$ cat src/rtl/pc_fetch_sequencer.sv
// ---------------------------------------------------------------------------
// pc_fetch_sequencer
//
// Owns the MIPS program counter. Issues one instruction-memory fetch at a
// time over a req/ack handshake, holds the fetched word for decode behind a
// valid/ready handshake, and advances the PC either sequentially
// (PC + PC_STEP, 32-bit wrap) or to a branch/jump redirect target.
//
// Optional feature: define FETCH_TIMEOUT_EN to add a fetch watchdog. When it
// is defined, TIMEOUT_CYCLES consecutive request cycles without an ack
// park the sequencer in an error state that only reset leaves. Without the
// macro a request waits indefinitely and fetch_error is tied low.
//
// Parameters
//   RESET_PC        PC loaded on reset
//   PC_STEP         sequential increment
//   TIMEOUT_CYCLES  watchdog limit (FETCH_TIMEOUT_EN builds only)
//
// Ports
//   clk             rising-edge clock
//   reset_n         asynchronous active-low reset
//   enable          permits new fetches (never aborts an outstanding one)
//   redirect_valid  branch/jump taken this cycle
//   redirect_pc     redirect target, bits [1:0] forced to zero
//   imem_req        fetch request
//   imem_addr       fetch address (always the current PC)
//   imem_ack        memory accepted the request, imem_data valid
//   imem_data       fetched word
//   instr_valid     fetched instruction available to decode
//   instr_out       fetched instruction
//   instr_pc        address of instr_out
//   instr_ready     decode accepts the instruction
//   pc_out          current PC register
//   fetch_error     watchdog tripped
// ---------------------------------------------------------------------------
module pc_fetch_sequencer #(
  parameter logic [31:0] RESET_PC       = 32'h0000_0000,
  parameter logic [31:0] PC_STEP        = 32'd4,
  parameter int unsigned TIMEOUT_CYCLES = 16
) (
  input  logic        clk,
  input  logic        reset_n,
  input  logic        enable,
  input  logic        redirect_valid,
  input  logic [31:0] redirect_pc,
  output logic        imem_req,
  output logic [31:0] imem_addr,
  input  logic        imem_ack,
  input  logic [31:0] imem_data,
  output logic        instr_valid,
  output logic [31:0] instr_out,
  output logic [31:0] instr_pc,
  input  logic        instr_ready,
  output logic [31:0] pc_out,
  output logic        fetch_error
);

`ifdef FETCH_TIMEOUT_EN
  typedef enum logic [1:0] {
    S_IDLE  = 2'd0,
    S_REQ   = 2'd1,
    S_HOLD  = 2'd2,
    S_ERROR = 2'd3
  } state_t;

  // Wide enough to hold TIMEOUT_CYCLES itself so the compare never aliases.
  localparam int CNT_W = (TIMEOUT_CYCLES < 2) ? 1 : $clog2(TIMEOUT_CYCLES + 1);
  localparam logic [CNT_W-1:0] CNT_LAST = CNT_W'(TIMEOUT_CYCLES - 1);
`else
  typedef enum logic [1:0] {
    S_IDLE = 2'd0,
    S_REQ  = 2'd1,
    S_HOLD = 2'd2
  } state_t;
`endif

  state_t      state, state_next;
  logic [31:0] pc, pc_next;
  logic [31:0] instr_out_q, instr_out_next;
  logic [31:0] instr_pc_q, instr_pc_next;
  logic        pend_valid, pend_valid_next;
  logic [31:0] pend_pc, pend_pc_next;

  logic [31:0] redirect_target;
  logic [31:0] pc_inc;
  state_t      resume_state;

  // Masking (rather than slicing) keeps every bit of redirect_pc in use.
  assign redirect_target = redirect_pc & 32'hFFFF_FFFC;
  assign pc_inc          = pc + PC_STEP;
  // Where the sequencer goes once it is free to start another fetch.
  assign resume_state    = enable ? S_REQ : S_IDLE;

`ifdef FETCH_TIMEOUT_EN
  logic [CNT_W-1:0] wait_cnt, wait_cnt_next;
`endif

  // -------------------------------------------------------------------------
  // State and datapath registers
  // -------------------------------------------------------------------------
  always_ff @(posedge clk or negedge reset_n) begin
    if (!reset_n) begin
      state       <= S_IDLE;
      pc          <= RESET_PC;
      instr_out_q <= 32'h0;
      instr_pc_q  <= 32'h0;
      pend_valid  <= 1'b0;
      pend_pc     <= 32'h0;
    end else begin
      state       <= state_next;
      pc          <= pc_next;
      instr_out_q <= instr_out_next;
      instr_pc_q  <= instr_pc_next;
      pend_valid  <= pend_valid_next;
      pend_pc     <= pend_pc_next;
    end
  end

`ifdef FETCH_TIMEOUT_EN
  always_ff @(posedge clk or negedge reset_n) begin
    if (!reset_n) begin
      wait_cnt <= '0;
    end else begin
      wait_cnt <= wait_cnt_next;
    end
  end
`endif

  // -------------------------------------------------------------------------
  // Next-state / next-datapath logic
  // -------------------------------------------------------------------------
  always_comb begin
    state_next      = state;
    pc_next         = pc;
    instr_out_next  = instr_out_q;
    instr_pc_next   = instr_pc_q;
    pend_valid_next = pend_valid;
    pend_pc_next    = pend_pc;
`ifdef FETCH_TIMEOUT_EN
    wait_cnt_next   = '0;
`endif

    case (state)
      S_IDLE: begin
        if (redirect_valid) begin
          pc_next = redirect_target;
        end
        state_next = resume_state;
      end

      S_REQ: begin
        if (imem_ack) begin
          pend_valid_next = 1'b0;
          if (redirect_valid || pend_valid) begin
            // The fetched word belongs to the wrong path: drop it and
            // refetch from the newest redirect target.
            pc_next    = redirect_valid ? redirect_target : pend_pc;
            state_next = resume_state;
          end else begin
            instr_out_next = imem_data;
            instr_pc_next  = pc;
            pc_next        = pc_inc;
            state_next     = S_HOLD;
          end
        end else begin
          // The request stays on the bus; remember where to go once it
          // completes. A later redirect overwrites an earlier one.
          if (redirect_valid) begin
            pend_valid_next = 1'b1;
            pend_pc_next    = redirect_target;
          end
`ifdef FETCH_TIMEOUT_EN
          if (wait_cnt == CNT_LAST) begin
            state_next = S_ERROR;
          end else begin
            wait_cnt_next = wait_cnt + 1'b1;
          end
`endif
        end
      end

      S_HOLD: begin
        if (redirect_valid) begin
          // Squash (or, with instr_ready, complete) the held instruction
          // and continue from the target.
          pc_next    = redirect_target;
          state_next = resume_state;
        end else if (instr_ready) begin
          state_next = resume_state;
        end
      end

`ifdef FETCH_TIMEOUT_EN
      S_ERROR: begin
        state_next = S_ERROR;
      end
`endif

      default: begin
        state_next = S_IDLE;
      end
    endcase
  end

  // -------------------------------------------------------------------------
  // Outputs
  // -------------------------------------------------------------------------
  assign imem_req    = (state == S_REQ);
  assign imem_addr   = pc;
  assign instr_valid = (state == S_HOLD);
  assign instr_out   = instr_out_q;
  assign instr_pc    = instr_pc_q;
  assign pc_out      = pc;

`ifdef FETCH_TIMEOUT_EN
  assign fetch_error = (state == S_ERROR);
`else
  assign fetch_error = 1'b0;
`endif

endmodule
$ cat config.mk
export PLATFORM = sky130hd
export DESIGN_NAME = pc_fetch_sequencer
export DESIGN_NICKNAME = d
export VERILOG_FILES = /design/src/rtl/pc_fetch_sequencer.sv
export SDC_FILE = /design/constraint.sdc
export NUM_CORES = 1
export LEC_CHECK = 0
export CAP_MARGIN = 25
export CORE_MARGIN = 1
export CORE_UTILIZATION = 40
export DETAILED_ROUTE_END_ITERATION = 16
export GPL_TIMING_DRIVEN = 1
export MAX_ROUTING_LAYER = met4
export PLACE_DENSITY = 0.7
export SLEW_MARGIN = 20
export SYNTH_ARGS = -nofsm -noshare
export SYNTH_HDL_FRONTEND = slang
export SYNTH_SLANG_ARGS = --single-unit
$ cat constraint.sdc
create_clock -name clk -period 5.68 [get_ports clk]
set_input_delay 0.568 -clock clk [delete_from_list [all_inputs] [get_ports clk]]
set_output_delay 0.568 -clock clk [all_outputs]
set_load 0.02 [all_outputs]
==> results of run 1 <==
-- logic make-up after synthesis --
| family | synth area share |
|---|---|
| simple gates | 0.239 |
| buf+inv | 0.0723 |
| flops | 0.494 |
| mux | 0.0585 |
| compound gates | 0.133 |
| other cells | 0.000566 |
| fa+ha+maj | 0.00189 |
-- path summary, 6_finish.rpt --
| check | to | slack [ns] | cells after the start | startpoint |
|---|---|---|---|---|
| worst max-delay path | instr_pc[24] | 2.53 | 6 | redirect_valid |
| worst min-delay path | pend_pc[6] | 0.17 | 1 | reset_n |
| worst max register to register | instr_pc[24] | 2.71 | 5 | state[0] |
| worst min register to register | instr_pc[20] | 0.47 | 2 | instr_pc[20] |
| max in group asynchronous | instr_out[12] | 4.40 | 2 | reset_n |
| min in group clk | instr_pc[20] | 0.47 | 2 | instr_pc[20] |
-- stage by stage --
step | util | hold WS [ns]
floorplan | - | 0.272
global placement | 0.530 | 0.456
detailed placement | 0.530 | 0.462
CTS | 0.569 | 0.219
global route | 0.570 | 0.238
finish | 0.570 | 0.166
-- state kept, by name (all words and copies together), names as in the netlist --
| register | flops |
|---|---|
| state | 2 |
| imem_addr | 32 |
| pend_valid | 1 |
| instr_out | 32 |
| pend_pc | 32 |
| instr_pc | 32 |
-- where the power goes --
part	total, mW	leakage (nW)	switching [mW]	internal, mW
clock network	1.16	0.293	0.426	0.738
logic	1.99	2.05	1.04	0.956
registers	1.72	1.62	0.423	1.30
-- critical path, cell delays in order --
cell and delay, ns:
clkdlybuf4s50_1 0.93, or2_2 0.66, nor2_4 0.77, buf_4 0.39, nand2_1 0.08, nand2_1 0.08
-- cells in the final DEF (no fill, tap or decap), types with 17 or more instances in the layout --
cell             instances
mux2_2                  30
a21oi_1                 19
clkbuf_16               17
dfrtp_1                131
nand2_1                206
nor2_1                  22
clkdlybuf4s50_1        196
o21ai_0                 37
nand3_1                 20
-- per-layer routing --
metal | part of all wire | global-route usage
met2 | 0.45 | 0.348
met5 | 0 | -
met1 | 0.45 | 0.332
met4 | 0.017 | 0.0899
met3 | 0.080 | 0.0546
-- layout make-up --
| cell class | count | share of cell area |
|---|---|---|
| timing repair buffer | 205 | 0.223 |
| tap | 216 | 0.0295 |
| inverter | 10 | 0.00410 |
| clock buffer | 17 | 0.0465 |
| clock inverter | 15 | 0.0226 |
| multi-input combinational | 508 | 0.316 |
| sequential | 131 | 0.358 |
==> results.json, run 1 <==
{
  "placementRows": 46,
  "clkTransAtPathRegs_ns": 0.06,
  "synth.lib_cells_used.distinct": 64,
  "ys_seq_area_frac": 0.494,
  "worst_skew_ns": 0.00875,
  "tightestPinTransition_ns": 0.982,
  "areaGrowthSynthToFinish_pct": 38.0,
  "timing.max_slew.rel_slack": 0.344,
  "worst_slack_ns": 2.53,
  "combined_area_of_the_multi_input_logic_cells_um2": 2890,
  "synth_ff_type": "dfrtp_1",
  "tritoncts": "yes",
  "start_util": 0.413,
  "drt_pre_antenna_iters": 5,
  "timing.final.max_slew_violations": 0,
  "cts-hold-fix-buffers": 0,
  "finalNonFillerCells": 1102,
  "fin_crit_sh": 0.555,
  "drt_wl_total_um": 19300,
  "cts_repair_resize_count": 0,
  "worst_path_required_time_ns": 6.04,
  "ys_seq_elements": 131,
  "grt_first_pass_wirelength_um": 30100,
  "power.total_mw": 4.88,
  "synth.top_cells.by_area": "dfrtp_1 49%, nand2_1 12%, mux2_2 5.1%",
  "clock_buffer_count_from_cts": 17,
  "num_antenna_cells": 0,
  "clock_path_buffers": 2,
  "post-synth-top-count-cell": "nand2_1",
  "max_freq_ghz": 0.317,
  "hold_path.class": "primary input to asynchronous set/reset pin",
  "fin_area_um2": 9150,
  "detail_route.vias_per_cell": 5.44,
  "report.final.setup_viol": 0,
  "clock_tree.root_cell": "clkbuf_16",
  "wl_per_cell_um": 17.5,
  "post-place-cells": 1069,
  "tns_ns": 0,
  "synth.top_cells.by_count": "207 x nand2_1, 131 x dfrtp_1, 45 x clkbuf_1",
  "power-per-cell-area_nw_per_um2": 533,
  "core_ar_um2": 16100,
  "netlist.area_leader.share": 0.494,
  "grt_setup_unrepaired": "no",
  "synth_nets": 804,
  "clkSinkCount": 131,
  "via_count_of_the_routed_design": 5995,
  "synth_area_leader_cell": "dfrtp_1",
  "dp.final_hpwl_um": 13200,
  "seqCellArea_um2": 3280,
  "number_of_global_route_vias_before_repair": 5568,
  "grt_usage": 0.242,
  "grt_max_degree": 83,
  "chipHeight_um": 131,
  "setup.worst_path.start_class": "primary input",
  "floorplan.die_area_um2": 17100,
  "route.antenna.remaining_nets": 0,
  "finalWorstPathRequiredPeriod_ns": 3.15,
  "top_level_ports": 201,
  "max-cap-violations": 0,
  "cp-end-kind": "flop",
  "critical_path_peak_fanout": 39,
  "report.final.hold_viol_count": 0,
  "n_fill_cell": 1434,
  "detail_route.drc_violations": 0,
  "syn_area_um2": 6630,
  "number_of_instances_in_the_synthesized_netlist": 733,
  "placement.io_buffers": 197,
  "ys_warn_count": 0,
  "placed_cell_area_um2": 8500,
  "post_synth.cell_area_avg_um2": 9.05,
  "status": "finished clean",
  "cp.arrival_ns": 3.51,
  "path_class": "primary input to flop",
  "power.static_leakage_nw": 3.95,
  "nNetsFinal": 944,
  "proportion_of_layout_cells_with_a_drive_suffix_above_1": 0.0971,
  "irDropWorstVdd_mv": 0.269,
  "placer_congestion": 0.887,
  "clk_latency_ns": 0.42,
  "detailedPlace.worstSlack_ns": 2.11,
  "synth_edf_count": 0,
  "synth_async_sr_flop_share": 1.00,
  "antenna_found_initial": 0,
  "number_of_buffers_added_for_setup_after_cts": 0,
  "cts.htree.levels": 4,
  "drt_iter0_markers": 556,
  "globalRoute.totalOverflow": 0,
  "die_w_um": 131
}
Note: power is estimated with default switching activity, not from simulation.
==> inputs of run 2 (changes only) <==
==> constraint.sdc (replaced) <==
create_clock -name clk -period 3.2 [get_ports clk]
set_input_delay 0.32 -clock clk [delete_from_list [all_inputs] [get_ports clk]]
set_output_delay 0.32 -clock clk [all_outputs]
set_load 0.02 [all_outputs]
==> run 2 against run 1 <==
  * Sequential cell count did not move
  * Via count rose by 0.20%
  * Worst hold slack improved by 0.26 ns
  * Sequential power rose by 74%
  * Register-to-register slack got worse by 2.0 ns
  * Critical endpoint is now imem_addr[25]
  * Highest routed layer unchanged
==> results.json, run 2 (synthesis gave the netlist of run 1 again) <==
{
  "power.static_leakage_nw": 4.04,
  "clock_path_buffers": 2,
  "clkTransAtPathRegs_ns": 0.06,
  "placementRows": 46,
  "clock_tree.root_cell": "clkbuf_16",
  "worst_skew_ns": 0.00692,
  "clock_buffer_count_from_cts": 17,
  "placer_congestion": 0.876,
  "cp.arrival_ns": 2.78,
  "clkSinkCount": 131,
  "cts_repair_resize_count": 0,
  "worst_path_required_time_ns": 3.52,
  "areaGrowthSynthToFinish_pct": 40.0,
  "top_level_ports": 201,
  "tns_ns": 0,
  "post-place-cells": 1083,
  "floorplan.die_area_um2": 17100,
  "core_ar_um2": 16100,
  "status": "finished clean",
  "max_freq_ghz": 0.406,
  "detail_route.drc_violations": 0,
  "grt_first_pass_wirelength_um": 30400,
  "report.final.hold_viol_count": 0,
  "drt_pre_antenna_iters": 5,
  "cts.htree.levels": 4,
  "grt_usage": 0.242,
  "detail_route.vias_per_cell": 5.38,
  "fin_crit_sh": 0.769,
  "via_count_of_the_routed_design": 6007,
  "wl_per_cell_um": 17.6,
  "cp-end-kind": "flop",
  "drt_wl_total_um": 19600,
  "proportion_of_layout_cells_with_a_drive_suffix_above_1": 0.109,
  "max-cap-violations": 0,
  "globalRoute.totalOverflow": 0,
  "top_layer": "met4",
  "antenna_found_initial": 0,
  "cts-hold-fix-buffers": 1,
  "most_frequent_cells_in_the_layout": "206 x nand2_1, 196 x clkdlybuf4s50_1, 131 x dfrtp_1, 37 x o21ai_0, 30 x mux2_2",
  "num_antenna_cells": 0,
  "tightestPinTransition_ns": 0.838,
  "wl_met2_um": 8910,
  "nNetsFinal": 958,
  "die_w_um": 131,
  "timing.max_slew.rel_slack": 0.442,
  "grt_setup_unrepaired": "no",
  "drt_iter0_markers": 394,
  "finalNonFillerCells": 1116,
  "dp.final_hpwl_um": 13600,
  "path_class": "flop to flop",
  "route.antenna.remaining_nets": 0,
  "timing.final.max_slew_violations": 0,
  "wl_met3_um": 1290,
  "chipHeight_um": 131,
  "tritoncts": "yes",
  "grt_max_degree": 82,
  "hold_path.class": "primary input to flop",
  "number_of_buffers_added_for_setup_after_cts": 0,
  "report.final.setup_viol": 0,
  "worst-r2r-setup-slack_ns": 0.74,
  "mostFrequentLayoutCell": "nand2_1",
  "number_of_global_route_vias_before_repair": 5610,
  "setup.worst_path.start_class": "flop",
  "met1Wirelength_um": 8950,
  "irDropWorstVdd_mv": 0.408,
  "placement.io_buffers": 197,
  "clk_latency_ns": 0.42,
  "power-per-cell-area_nw_per_um2": 944,
  "critical_path_peak_fanout": 9,
  "finalWorstPathRequiredPeriod_ns": 2.46,
  "start_util": 0.413,
  "fin_hold_ws_ns": 0.426
}
## run 2: cell type report
| cell class | count | area, um2 |
|---|---|---|
| Clock buffer | 18 | 429 |
| Inverter | 10 | 37.5 |
| Timing Repair Buffer | 219 | 2170 |
| Clock inverter | 14 | 210 |
| Tap cell | 216 | 270 |
| Sequential cell | 131 | 3280 |
| Multi-Input combinational cell | 508 | 2890 |
| Fill cell | 1401 | 6780 |
## run 2: path summary, 6_finish.rpt
check,end,startpoint,depth (start not counted)
hold reg to reg,instr_out[19],instr_out[19],2
setup / recovery,imem_addr[25],imem_addr[12],4
max in group asynchronous,instr_out[25],reset_n,3
hold / removal,instr_out[9],imem_data[9],3
min in group asynchronous,pend_pc[14],reset_n,2
setup reg to reg,imem_addr[25],imem_addr[12],4
## run 2: metrics by stage
| step | total power [mW] | area, um2 | setup slack (ns) | utilization |
|---|---|---|---|---|
| CTS | 8.81 | 9280 | 0.759 | 0.578 |
| detailed placement | 6.69 | 8630 | 0.524 | 0.538 |
| floorplan | 4.90 | 6630 | 0.913 | - |
| global route | 9.25 | 9280 | 0.618 | 0.578 |
| finish | 8.76 | 9280 | 0.739 | 0.578 |
| global placement | 6.62 | 8630 | 0.565 | 0.538 |
## run 2: worst max-delay path, cell delays in order, from the launching register on
cell	delay, ns
dfrtp_1	0.58
nand4_4	0.23
or4_1	0.74
or4_4	0.58
a211oi_2	0.24
## run 2: report_power, final
group	internal [mW]	switching, mW
Sequential	2.31	0.692
Clock	1.38	0.726
Combinational	1.74	1.92
Total	5.43	3.33
## run 2: routing by layer
layer / GRT usage / vias to the layer above
met3: 0.0448 / 33
met4: 0.112 / 0
li1: - / 2841
met1: 0.324 / 2864
met5: - / -
met2: 0.355 / 269
==> inputs of run 3 (changes only) <==
--- a/config.mk
+++ b/config.mk
@@ -11,7 +11,7 @@
 export DETAILED_ROUTE_END_ITERATION = 16
 export GPL_TIMING_DRIVEN = 1
 export MAX_ROUTING_LAYER = met4
-export PLACE_DENSITY = 0.7
+export PLACE_DENSITY = 0.73
 export SLEW_MARGIN = 20
 export SYNTH_ARGS = -nofsm -noshare
 export SYNTH_HDL_FRONTEND = slang
==> constraint.sdc (replaced) <==
create_clock -name clk -period 2.25 [get_ports clk]
set_input_delay 0.225 -clock clk [delete_from_list [all_inputs] [get_ports clk]]
set_output_delay 0.225 -clock clk [all_outputs]
set_load 0.02 [all_outputs]
==> run 3 against run 2 <==
  * Combinational power is 56% higher
  * Register-to-register slack got worse by 0.50 ns
  * Clock power is 40% higher
  * Critical path type is now flop to primary output
  * Largest power group unchanged
==> results.json, run 3 (synthesis gave the netlist of run 1 again) <==
{
  "status": "finished clean",
  "dp.final_hpwl_um": 14600,
  "top_level_ports": 201,
  "nNetsFinal": 996,
  "grt_usage": 0.249,
  "placer_congestion": 0.892,
  "grt_first_pass_wirelength_um": 31100,
  "chipHeight_um": 131,
  "clock_path_buffers": 2,
  "worst_slack_ns": 0.143,
  "start_util": 0.413,
  "cp-end-kind": "primary output",
  "report.final.setup_viol": 0,
  "detail_route.drc_violations": 0,
  "clock_buffer_count_from_cts": 17,
  "areaGrowthSynthToFinish_pct": 44.3,
  "power.static_leakage_nw": 4.24,
  "clkTransAtPathRegs_ns": 0.05,
  "die_w_um": 131,
  "via_count_of_the_routed_design": 6210,
  "grt_setup_unrepaired": "no",
  "hold_path.class": "primary input to asynchronous set/reset pin",
  "wl_per_cell_um": 17.6,
  "irDropWorstVdd_mv": 0.605,
  "tightestPinTransition_ns": 0.473,
  "fin_crit_sh": 0.936,
  "core_ar_um2": 16100,
  "max-cap-violations": 0,
  "timing.max_slew.rel_slack": 0.677,
  "num_antenna_cells": 0,
  "timing.final.max_slew_violations": 0,
  "clkSinkCount": 131,
  "number_of_buffers_added_for_setup_after_cts": 0,
  "post-place-cells": 1121,
  "report.final.hold_viol_count": 0,
  "detail_route.vias_per_cell": 5.39,
  "cp.arrival_ns": 1.88,
  "antenna_found_initial": 0,
  "clock_tree.root_cell": "clkbuf_16",
  "path_class": "flop to primary output",
  "finalWorstPathRequiredPeriod_ns": 2.11,
  "tritoncts": "yes",
  "finalNonFillerCells": 1153,
  "clk_latency_ns": 0.42,
  "drt_iter0_markers": 501,
  "detailedPlace.worstSlack_ns": 0.0252,
  "power-per-cell-area_nw_per_um2": 1330,
  "fin_util": 0.596,
  "max_freq_ghz": 0.475,
  "number_of_global_route_vias_before_repair": 5807,
  "worst_skew_ns": 0.0106,
  "drt_pre_antenna_iters": 5,
  "critical_path_peak_fanout": 12,
  "grt_max_degree": 54,
  "route.antenna.remaining_nets": 0,
  "floorplan.die_area_um2": 17100,
  "cts.htree.levels": 4,
  "mostFrequentLayoutCell": "nand2_1",
  "globalRoute.totalOverflow": 0,
  "placementRows": 46,
  "worst_path_required_time_ns": 2.03,
  "proportion_of_layout_cells_with_a_drive_suffix_above_1": 0.146,
  "setup.worst_path.start_class": "flop",
  "most_frequent_cells_in_the_layout": "206 x nand2_1, 196 x clkdlybuf4s50_1, 129 x dfrtp_1, 56 x buf_4, 37 x o21ai_0",
  "drt_wl_total_um": 20300,
  "tns_ns": 0,
  "placement.io_buffers": 197
}
==> run 3: changes by cell type in the layout (fill, tap and decap cells not counted), moves of 2 or more <==
cell / change
clkinvlp_4: -3
clkbuf_8: +3
dfrtp_1: -2
dfrtp_2: +2
buf_4: +37
==> run 3: repair_timing <==
item / 4_1_cts / 5_1_grt
resized for setup: 0 / 1
hold buffers: 1 / 0
hold endpoints to repair: 38 / 0
setup endpoints to repair: 0 / 1
==> run 3: path summary, 6_finish.rpt <==
| kind | to | start | cells after the start | slack [ns] |
|---|---|---|---|---|
| min | pend_pc[8] | reset_n | 2 | 0.30 |
| max | imem_req | state[0] | 3 | 0.14 |
| max in group asynchronous | instr_out[29] | reset_n | 3 | 1.25 |
| max reg2reg | imem_addr[28] | imem_addr[11] | 5 | 0.24 |
| min in group clk | instr_out[7] | imem_data[7] | 3 | 0.34 |
| min reg2reg | instr_out[31] | instr_out[31] | 2 | 0.47 |
==> run 3: cell type report <==
type | instances | area [um2]
sequential | 131 | 3280
timing repair buffer | 257 | 2460
multi-input combinational | 508 | 2890
clock buffer | 21 | 470
clock inverter | 10 | 154
tap | 216 | 270
inverter | 10 | 37.5
fill | 1383 | 6490
==> run 3: stage by stage <==
stage	total power, mW	hold WS, ns	area [um2]
2_1_floorplan	6.98	-0.0706	6640
3_3_place_gp	9.66	0.169	8930
3_5_place_dp	9.77	0.168	8930
4_1_cts	12.7	0.292	9570
5_1_grt	13.4	0.328	9570
6_report	12.7	0.295	9570
==> run 3: routing by layer <==
layer	global-route usage	routed length, um	vias up	share of wire
met5	-	0	-	0
li1	-	-	2920	-
met4	0.0980	371	0	0.018
met3	0.0497	1510	34	0.074
met1	0.335	9010	2948	0.44
met2	0.368	9390	308	0.46
==> run 3: power by group <==
part | internal [mW] | switching, mW | total, mW
sequential | 3.29 | 0.757 | 4.05
combinational | 2.67 | 3.04 | 5.70
clock | 1.93 | 1.00 | 2.93
==> run 3: critical path, stage by stage (launching register included) <==
cell and delay [ns]:
dfrtp_2 0.44, buf_4 0.20, nor2b_1 0.19, clkdlybuf4s50_1 0.63
